## config.mk

```make
export PLATFORM = sky130hd
export DESIGN_NAME = fifo_stream_reader_flat
export DESIGN_NICKNAME = d
export VERILOG_FILES = /design/src/rtl/fifo_stream_reader_if.sv /design/src/rtl/fifo_stream_reader.sv /design/src/flat_wrapper.sv
export SDC_FILE = /design/constraint.sdc
export NUM_CORES = 1
export LEC_CHECK = 0
export CAP_MARGIN = 25
export CORE_ASPECT_RATIO = 1.75
export CORE_MARGIN = 5
export CORE_UTILIZATION = 40
export CTS_BUF_LIST = sky130_fd_sc_hd__clkbuf_8
export CTS_CLUSTER_DIAMETER = 50
export DETAILED_ROUTE_END_ITERATION = 8
export SLEW_MARGIN = 5
export SYNTH_ARGS = -nofsm -noshare
export SYNTH_HDL_FRONTEND = slang
export SYNTH_SLANG_ARGS = --single-unit
```

## constraint.sdc

```tcl
create_clock -name clk -period 2.55 [get_ports clk]
set_input_delay 0.51 -clock clk [delete_from_list [all_inputs] [get_ports clk]]
set_output_delay 0.51 -clock clk [all_outputs]
set_load 0.02 [all_outputs]
```

## src/rtl/fifo_stream_reader_if.sv

```systemverilog
// Valid/ready stream carrying one FIFO word per beat, framed by a last-beat flag.
interface fifo_stream_reader_if #(
    parameter int unsigned DATA_WIDTH = 8
);
    logic                  m_valid;
    logic                  m_ready;
    logic [DATA_WIDTH-1:0] m_data;
    logic                  m_last;

    modport master (output m_valid, output m_data, output m_last, input  m_ready);
    modport slave  (input  m_valid, input  m_data, input  m_last, output m_ready);
endinterface

```

## src/rtl/fifo_stream_reader.sv

```systemverilog
// Drains a registered-output FIFO read port into a framed valid/ready stream
// through a 2-entry buffer, sustaining one beat per cycle.
module fifo_stream_reader #(
    parameter int unsigned DATA_WIDTH = 8,
    parameter int unsigned PKT_LEN    = 4,
    parameter int unsigned CNT_WIDTH  = 16
) (
    input  logic                  clk,
    input  logic                  rst_n,
    input  logic                  fifo_empty,
    output logic                  fifo_rd_en,
    input  logic [DATA_WIDTH-1:0] fifo_dout,
    input  logic                  flush,
    fifo_stream_reader_if.master  m,
    output logic [CNT_WIDTH-1:0]  pkt_count
);

    localparam int unsigned BEAT_W = (PKT_LEN > 1) ? $clog2(PKT_LEN) : 1;
    localparam logic [BEAT_W-1:0] LAST_BEAT = BEAT_W'(PKT_LEN - 1);

    logic [1:0]            occ_q, occ_n;
    logic                  inflight_q;
    logic [BEAT_W-1:0]     beat_q, beat_n;
    logic [DATA_WIDTH-1:0] head_q, head_n, tail_q, tail_n;
    logic [CNT_WIDTH-1:0]  pkt_n;
    logic                  pop, capture;
    logic [1:0]            demand;

    assign pop     = m.m_valid && m.m_ready;
    assign capture = inflight_q && !flush;

    // Words already owned (buffered or in flight) after this cycle's pop; read only if one slot stays free.
    assign demand     = occ_q + {1'b0, inflight_q} - {1'b0, pop};
    assign fifo_rd_en = rst_n && !fifo_empty && !flush && !demand[1];

    // Buffer ordering, occupancy, beat position and packet count.
    always_comb begin
        occ_n  = occ_q;
        head_n = head_q;
        tail_n = tail_q;
        beat_n = beat_q;
        pkt_n  = pkt_count;
        if (flush) begin
            occ_n  = 2'd0;
            beat_n = '0;
        end else begin
            case ({capture, pop})
                2'b11: begin
                    if (occ_q == 2'd1) begin
                        head_n = fifo_dout;
                    end else begin
                        head_n = tail_q;
                        tail_n = fifo_dout;
                    end
                end
                2'b01: begin
                    head_n = tail_q;
                    occ_n  = occ_q - 2'd1;
                end
                2'b10: begin
                    if (occ_q == 2'd0) begin
                        head_n = fifo_dout;
                    end else begin
                        tail_n = fifo_dout;
                    end
                    occ_n = occ_q + 2'd1;
                end
                default: ;
            endcase
            if (pop) begin
                beat_n = (beat_q == LAST_BEAT) ? '0 : beat_q + BEAT_W'(1);
                if (m.m_last) begin
                    pkt_n = pkt_count + CNT_WIDTH'(1);
                end
            end
        end
    end

    // Stream outputs are registered copies of next-state so nothing depends on m_ready combinationally.
    always_ff @(posedge clk or negedge rst_n) begin
        if (!rst_n) begin
            occ_q      <= 2'd0;
            inflight_q <= 1'b0;
            beat_q     <= '0;
            head_q     <= '0;
            tail_q     <= '0;
            pkt_count  <= '0;
            m.m_valid  <= 1'b0;
            m.m_data   <= '0;
            m.m_last   <= 1'b0;
        end else begin
            occ_q      <= occ_n;
            inflight_q <= fifo_rd_en;
            beat_q     <= beat_n;
            head_q     <= head_n;
            tail_q     <= tail_n;
            pkt_count  <= pkt_n;
            m.m_valid  <= (occ_n != 2'd0);
            m.m_data   <= head_n;
            m.m_last   <= (occ_n != 2'd0) && (beat_n == LAST_BEAT);
        end
    end

    occ_bound: assert property (@(posedge clk) disable iff (!rst_n) occ_q != 2'd3);

endmodule

```

## src/flat_wrapper.sv

```systemverilog
// flat-port wrapper written by rule: the top's interface ports become plain ports
module fifo_stream_reader_flat 
#(
    parameter int unsigned DATA_WIDTH = 8,
    parameter int unsigned PKT_LEN    = 4,
    parameter int unsigned CNT_WIDTH  = 16
)
  (clk, rst_n, fifo_empty, fifo_rd_en, fifo_dout, flush, pkt_count, m_m_valid, m_m_data, m_m_last, m_m_ready);
  fifo_stream_reader_if #(.DATA_WIDTH(DATA_WIDTH)) m_i ();
  input  logic clk;
  input  logic rst_n;
  input  logic fifo_empty;
  output logic fifo_rd_en;
  input  logic [DATA_WIDTH-1:0] fifo_dout;
  input  logic flush;
  output logic [CNT_WIDTH-1:0] pkt_count;
  output wire logic [$bits(m_i.m_valid)-1:0] m_m_valid;
  output wire logic [$bits(m_i.m_data)-1:0] m_m_data;
  output wire logic [$bits(m_i.m_last)-1:0] m_m_last;
  input wire logic [$bits(m_i.m_ready)-1:0] m_m_ready;
  assign m_m_valid = m_i.m_valid;
  assign m_m_data = m_i.m_data;
  assign m_m_last = m_i.m_last;
  assign m_i.m_ready = m_m_ready;
  fifo_stream_reader #(.DATA_WIDTH(DATA_WIDTH), .PKT_LEN(PKT_LEN), .CNT_WIDTH(CNT_WIDTH)) u_core (.clk(clk), .rst_n(rst_n), .fifo_empty(fifo_empty), .fifo_rd_en(fifo_rd_en), .fifo_dout(fifo_dout), .flush(flush), .m(m_i), .pkt_count(pkt_count));
endmodule
```

==> impl_metrics.csv, run 1 <==
group,metric,value,unit
outcome,status,"complete, no violations",
pwr,internal_power,1.02,mW
grt,grt_pass1_wl,7330,µm
critical_path,worstPathRequired,2.04,ns
synthesis,synth_top_area_cell,"dfrtp_1",
sta,fin_crit_sh,91.1,%
sta,rsz0062_at_grt,"no",
grt,grt_pass1_vias,1605,
sta,hold_violations,0,
synthesis,synth-seq-area-share,48.8,%
critical_path,reg2regPathDepth,8,
critical_path,worst_setup_path_start_kind,"primary input",
die,die_y,104,µm
cts,htree_levels,2,
hold_path,hold_path.class,"primary input to asynchronous set/reset pin",
die,num_rows,34,
sta,fmax,430,MHz
detailed_routing,route.detailed.drc,0,
placed_design,numPortBuffers,39,
cells_and_area,final_nets,241,
cts,postCtsHoldBufs,0,
detailed_routing,first_pass_iters,4,
synthesis,syn_avg_cell_area,11.8,µm²
cts,numCtsBuffers,5,
pwr,p_leak,1.21,nW
cts,clock_path_buffers,2,
synthesis,syn_inst,170,
cells_and_area,num_antenna_cells,0,
placed_design,place_ws,-0.596,ns
cts,cts_root_buffer,"clkbuf_8",
pwr,power_switching,0.367,mW
grt,antenna_found_initial,0,
grt,gr-usage-all-layers,14.0,%
die,initial_core_util,40.6,%
cts,cts_tree,"built",
sta,report.final.slew_viol_count,0,
critical_path,endpoint_kind,"output port",
sta,slew_headroom,64.7,%
sta,post-route-min-period,2.32,ns
sta,finalSetupViolations,0,
detailed_routing,vias,1477,
die,fp.coreArea,4930,µm²
placed_design,place_hpwl,3310,µm
die,die_x,63.5,µm
grt,overflow,0,
die,die-area,6580,µm²
sta,fin_tns_setup,0,ns
cts,clk_latency,0.29,ns
detailed_routing,drt_iter0_drc,45,
critical_path,timing.rr.start,"u_core.m.m_valid",
pwr,p_per_area,537,nW/µm²
pwr,pwr-share-seq,52.1,%
cts,path_clk_slew,0.07,ns
critical_path,cp_data_arrival_time,1.81,ns
synthesis,yosysWarnings,0,
synthesis,synth_top_area_share,48.8,%
synthesis,ys_ff_latch,39,
cells_and_area,drive_gt1_share,17.2,%
critical_path,r2r_end,"u_core.m.m_data[3]",
pwr,switching_share,26.4,%
grt,grt_max_degree,40,
sta,clock-skew-final,0.00705,ns
flow_run,drv_cap,0,
synthesis,syn_area,2000,µm²
synthesis,synthesis.nets,191,
placed_design,finalWeightedCongestion,0.713,
sta,worst_pin_slew,0.529,ns
detailed_routing,routed_via_density,5.37,
detailed_routing,antenna_left,0,
synthesis,yosys-top-cells-area,"dfrtp_1, mux2_2, xnor2_1, ha_1, mux2i_1",
critical_path,worstSetupPathType,"primary input to output port",
sta,fin_ws,0.227,ns
cells_and_area,n_fill_cell,448,
detailed_routing,wl,4340,µm
cells_and_area,syn_to_final_growth,29.1,%
critical_path,cp_max_fo,2,
pwr,vdd_ir_drop_max,413,µV
critical_path,r2r_setup_slack,0.64,ns
die,ios,40,
pwr,combPwrFrac,19.8,%
placed_design,dp.cells,267,
pwr,pwr-share-clk,28.1,%
cts,cts_sinks,39,
cells_and_area,stdcell_count,275,
detailed_routing,post_drt_wl_per_cell,15.8,µm
pwr,total_power,1.39,mW
synthesis,ys_types,32,
==> critical path, cell delays in order <==
cell	delay, ns
dlygate4sd2_1	0.25
nand2_2	0.06
inv_1	0.05
ha_1	0.19
xnor2_1	0.19
xnor2_1	0.11
nor4b_2	0.26
buf_4	0.19
==> cells in the final DEF, fill, tap and decap left out, drive strengths merged, types with 5 or more instances in the layout <==
cell,Yosys,routed
mux2i,10,10
xnor2,13,13
ha,8,8
clkbuf,1,5
nand3,6,6
mux2,18,18
nor2,7,7
clkdlybuf4s50,0,36
a221oi,7,7
a21oi,10,10
nand2,16,16
dfrtp,39,39
inv,6,8
buf,6,13
==> worst max-delay path by stage <==
stage | from | endpoint | slack [ns]
after detailed placement | m_m_ready | fifo_rd_en | -0.60
after CTS | m_m_ready | fifo_rd_en | 0.18
after global routing | m_m_ready | fifo_rd_en | 0.08
after floorplan | u_core.m.m_valid | fifo_rd_en | 0.02
after global placement | m_m_ready | fifo_rd_en | -0.52
final | m_m_ready | fifo_rd_en | 0.23
==> per-layer routing <==
metal	track usage (%)	wire length, µm	part of all wire (%)	vias to the layer above
met5	0	0	0	-
met4	4.61	41	0.94	0
met3	4.66	227	5.2	4
met2	25.4	2410	55	42
met1	14.5	1670	38	733
li1	-	-	-	698
==> cell families after synthesis <==
group                      share of synthesized area, %
xor gates and xnor gates                           7.44
buffers and inverters                              2.94
and+or+nand+nor                                    13.3
DFF                                                48.8
adders and majority gates                          5.00
AOI/OAI and AO/OA                                  7.44
muxes                                              15.1
==> stage by stage <==
stage | cell area [µm²] | hold slack (ns) | util, %
final | 2580 | 0.280 | 52.4
after detailed placement | 2500 | 0.478 | 50.7
after global routing | 2580 | 0.315 | 52.4
after CTS | 2580 | 0.295 | 52.4
after global placement | 2500 | 0.463 | 50.7
after floorplan | 2000 | 0.214 | -
==> power groups by stage <==
| stage | logic [mW] | registers, mW | clock network, mW |
|---|---|---|---|
| 2_1_floorplan | 0.0992 | 0.777 | 0 |
| 3_3_place_gp | 0.275 | 0.731 | 0 |
| 3_5_place_dp | 0.280 | 0.737 | 0 |
| 4_1_cts | 0.281 | 0.724 | 0.407 |
| 5_1_grt | 0.298 | 0.733 | 0.434 |
| 6_report | 0.275 | 0.724 | 0.390 |
==> area by class of cell <==
type                       count  area [µm²]  share of cell area (%)
multi-input combinational    118         973                    37.7
timing repair buffer          50         464                    18.0
inverter                       6        22.5                   0.871
clock buffer                   5        68.8                    2.66
tap                           54        67.6                    2.61
sequential                    39         976                    37.8
clock inverter                 3        12.5                   0.484
==> sequential cells by signal (all words and copies together), names as in the netlist <==
name,cells
u_core.beat_q,2
u_core.inflight_q,1
u_core.m.m_data,8
u_core.m.m_last,1
u_core.m.m_valid,1
u_core.occ_q,2
u_core.pkt_count,16
u_core.tail_q,8
==> synth_stat cells <==
library cell	instances
buf_2	5
a221oi_1	7
and4_1	1
nand2_2	1
nand3_1	6
nand4_4	1
o21ai_0	2
nor4_2	1
inv_1	6
mux2_2	12
mux2i_1	10
xnor2_1	13
nand2_1	15
dfrtp_1	39
nor4b_1	1
nor3b_1	1
nand4b_4	1
buf_4	1
clkbuf_1	1
and3_1	3
xor2_1	4
a31oi_1	1
ha_1	8
nor4_4	1
a21oi_1	10
nand2b_1	1
or2_1	1
o211ai_2	1
mux2_1	6
nor2_1	7
a22o_1	1
nor2b_1	2
==> what timing repair did <==
| action | CTS | global route |
|---|---|---|
| endpoints found under the hold margin | 0 | 0 |
| resized for setup | 8 | 0 |
| setup endpoints to repair | 1 | 0 |
| setup buffers | 0 | 0 |
Note: power is estimated with default switching activity, not from simulation.
==> run 2: changes to the inputs <==
- TNS_END_PERCENT: default -> 1
==> results of run 2 <==
No change in the layout: final DEF, timing and power equal those of run 1.
==> run 3: changes to the inputs <==
- CORE_UTILIZATION: 40 -> 53
- PLACE_DENSITY: default -> 0.82
==> impl_metrics.csv, run 3 (same netlist as run 1, synthesis figures left out) <==
group,metric,value,unit
sta,fmax,430,MHz
die,initial_core_util,55.2,%
placed_design,place_hpwl,3260,µm
sta,fin_ws,0.222,ns
cts,path_clk_slew,0.08,ns
sta,fin_crit_sh,91.3,%
die,fp.coreArea,3630,µm²
detailed_routing,routed_via_density,5.48,
pwr,p_leak,1.23,nW
cts,cts_sinks,39,
pwr,combPwrFrac,18.2,%
cts,cts_tree,"built",
grt,gr-usage-all-layers,18.7,%
sta,hold_violations,0,
cells_and_area,num_antenna_cells,0,
grt,overflow,0,
cts,postCtsHoldBufs,0,
critical_path,worstSetupPathType,"primary input to output port",
sta,post-route-min-period,2.33,ns
critical_path,endpoint_kind,"output port",
cts,numCtsBuffers,5,
placed_design,finalWeightedCongestion,0.802,
cts,clock_path_buffers,2,
die,die_x,56.5,µm
cells_and_area,drive_gt1_share,18.8,%
sta,slew_headroom,65.2,%
placed_design,place_ws,-0.592,ns
cells_and_area,largest_reg_flops,16,
grt,grt_pass1_vias,1648,
cells_and_area,fin_util,72.2,%
sta,worst_pin_slew,0.521,ns
cts,cts_setup_buffers,0,
cells_and_area,final_nets,243,
pwr,vdd_ir_drop_max,559,µV
cts,cts_root_buffer,"clkbuf_8",
die,ios,40,
cells_and_area,syn_to_final_growth,30.9,%
sta,clock-skew-final,0.00909,ns
pwr,power_switching,0.392,mW
cts,htree_levels,2,
hold_path,hold_path.class,"primary input to asynchronous set/reset pin",
cells_and_area,reg_top3,"u_core.pkt_count: 16 flops, u_core.m.m_data: 8 flops, u_core.tail_q: 8 flops",
cells_and_area,final_cell_mix,"dfrtp_1, clkdlybuf4s50_1, nand2_1, buf_4, xnor2_1",
sta,rsz0062_at_grt,"no",
pwr,pwr-share-clk,34.1,%
grt,grt_pass1_wl,7510,µm
grt,antenna_found_initial,0,
pwr,switching_share,25.8,%
detailed_routing,first_pass_iters,4,
cells_and_area,layout_commonest_cell,"dfrtp_1",
grt,grt_max_degree,40,
detailed_routing,wl,4400,µm
die,die_y,91.3,µm
die,die-area,5150,µm²
placed_design,numPortBuffers,39,
critical_path,cp_max_fo,2,
sta,fin_tns_setup,0,ns
die,num_rows,29,
sta,hold_slack,0.274,ns
detailed_routing,vias,1473,
detailed_routing,drt_iter0_drc,38,
pwr,pwr-share-seq,47.7,%
cells_and_area,top_register,"u_core.pkt_count",
pwr,p_per_area,581,nW/µm²
detailed_routing,route.detailed.drc,0,
flow_run,drv_cap,0,
sta,finalSetupViolations,0,
detailed_routing,antenna_left,0,
sta,report.final.slew_viol_count,0,
detailed_routing,post_drt_wl_per_cell,16.4,µm
pwr,internal_power,1.13,mW
critical_path,worstPathRequired,2.04,ns
cts,clk_latency,0.30,ns
critical_path,worst_setup_path_start_kind,"primary input",
outcome,status,"complete, no violations",
critical_path,cp_data_arrival_time,1.82,ns
## run 3: worst max-delay path, stage by stage
cell and delay [ns]:
dlygate4sd2_1 0.26, nand2_2 0.06, inv_1 0.05, ha_1 0.26
nor2b_1 0.14, xnor2_1 0.09, nor4b_2 0.25, buf_4 0.19
## run 3: power by group through the flow
stage	combinational (mW)	clock, mW	sequential (mW)
2_1_floorplan	0.0992	0	0.777
4_1_cts	0.284	0.528	0.726
3_3_place_gp	0.276	0	0.732
3_5_place_dp	0.283	0	0.739
6_report	0.278	0.519	0.726
5_1_grt	0.300	0.557	0.734
## run 3: path summary, 6_finish.rpt
check / startpoint / endpoint / slack (ns) / cells past startpoint
worst max-delay path: m_m_ready / fifo_rd_en / 0.22 / 8
worst min-delay path: rst_n / u_core.inflight_q / 0.27 / 2
worst max register to register: u_core.m.m_valid / u_core.m.m_data[2] / 0.66 / 8
worst min register to register: u_core.pkt_count[15] / u_core.pkt_count[15] / 0.49 / 1
max in group asynchronous: rst_n / u_core.tail_q[6] / 1.94 / 2
min in group clk: u_core.pkt_count[15] / u_core.pkt_count[15] / 0.49 / 1
## run 3: repair_timing
action	in CTS	in global routing
hold endpoints to repair	0	0
setup endpoints to repair	1	0
gates resized for setup	8	0
## run 3: area by class of cell
cell class,count,area (µm²)
Inverter,6,22.5
Tap cell,46,57.6
Multi-Input combinational cell,118,973
Sequential cell,39,976
Fill cell,274,1010
Clock inverter,3,43.8
Clock buffer,5,68.8
Timing Repair Buffer,52,479
## run 3: stage by stage
stage | cells | total power, mW | area [µm²]
floorplan | 170 | 0.876 | 2000
global placement | 261 | 1.01 | 2510
detailed placement | 261 | 1.02 | 2510
CTS | 269 | 1.54 | 2620
global route | 269 | 1.59 | 2620
finish | 269 | 1.52 | 2620
## run 3: metal layers
| layer | track usage (%) | vias to the layer above | part of all wire, % |
|---|---|---|---|
| met5 | 0 | - | 0 |
| met4 | 10.7 | 0 | 3.7 |
| met3 | 4.40 | 14 | 4.0 |
| met2 | 33.4 | 41 | 54 |
| met1 | 19.3 | 721 | 38 |
| li1 | - | 697 | - |
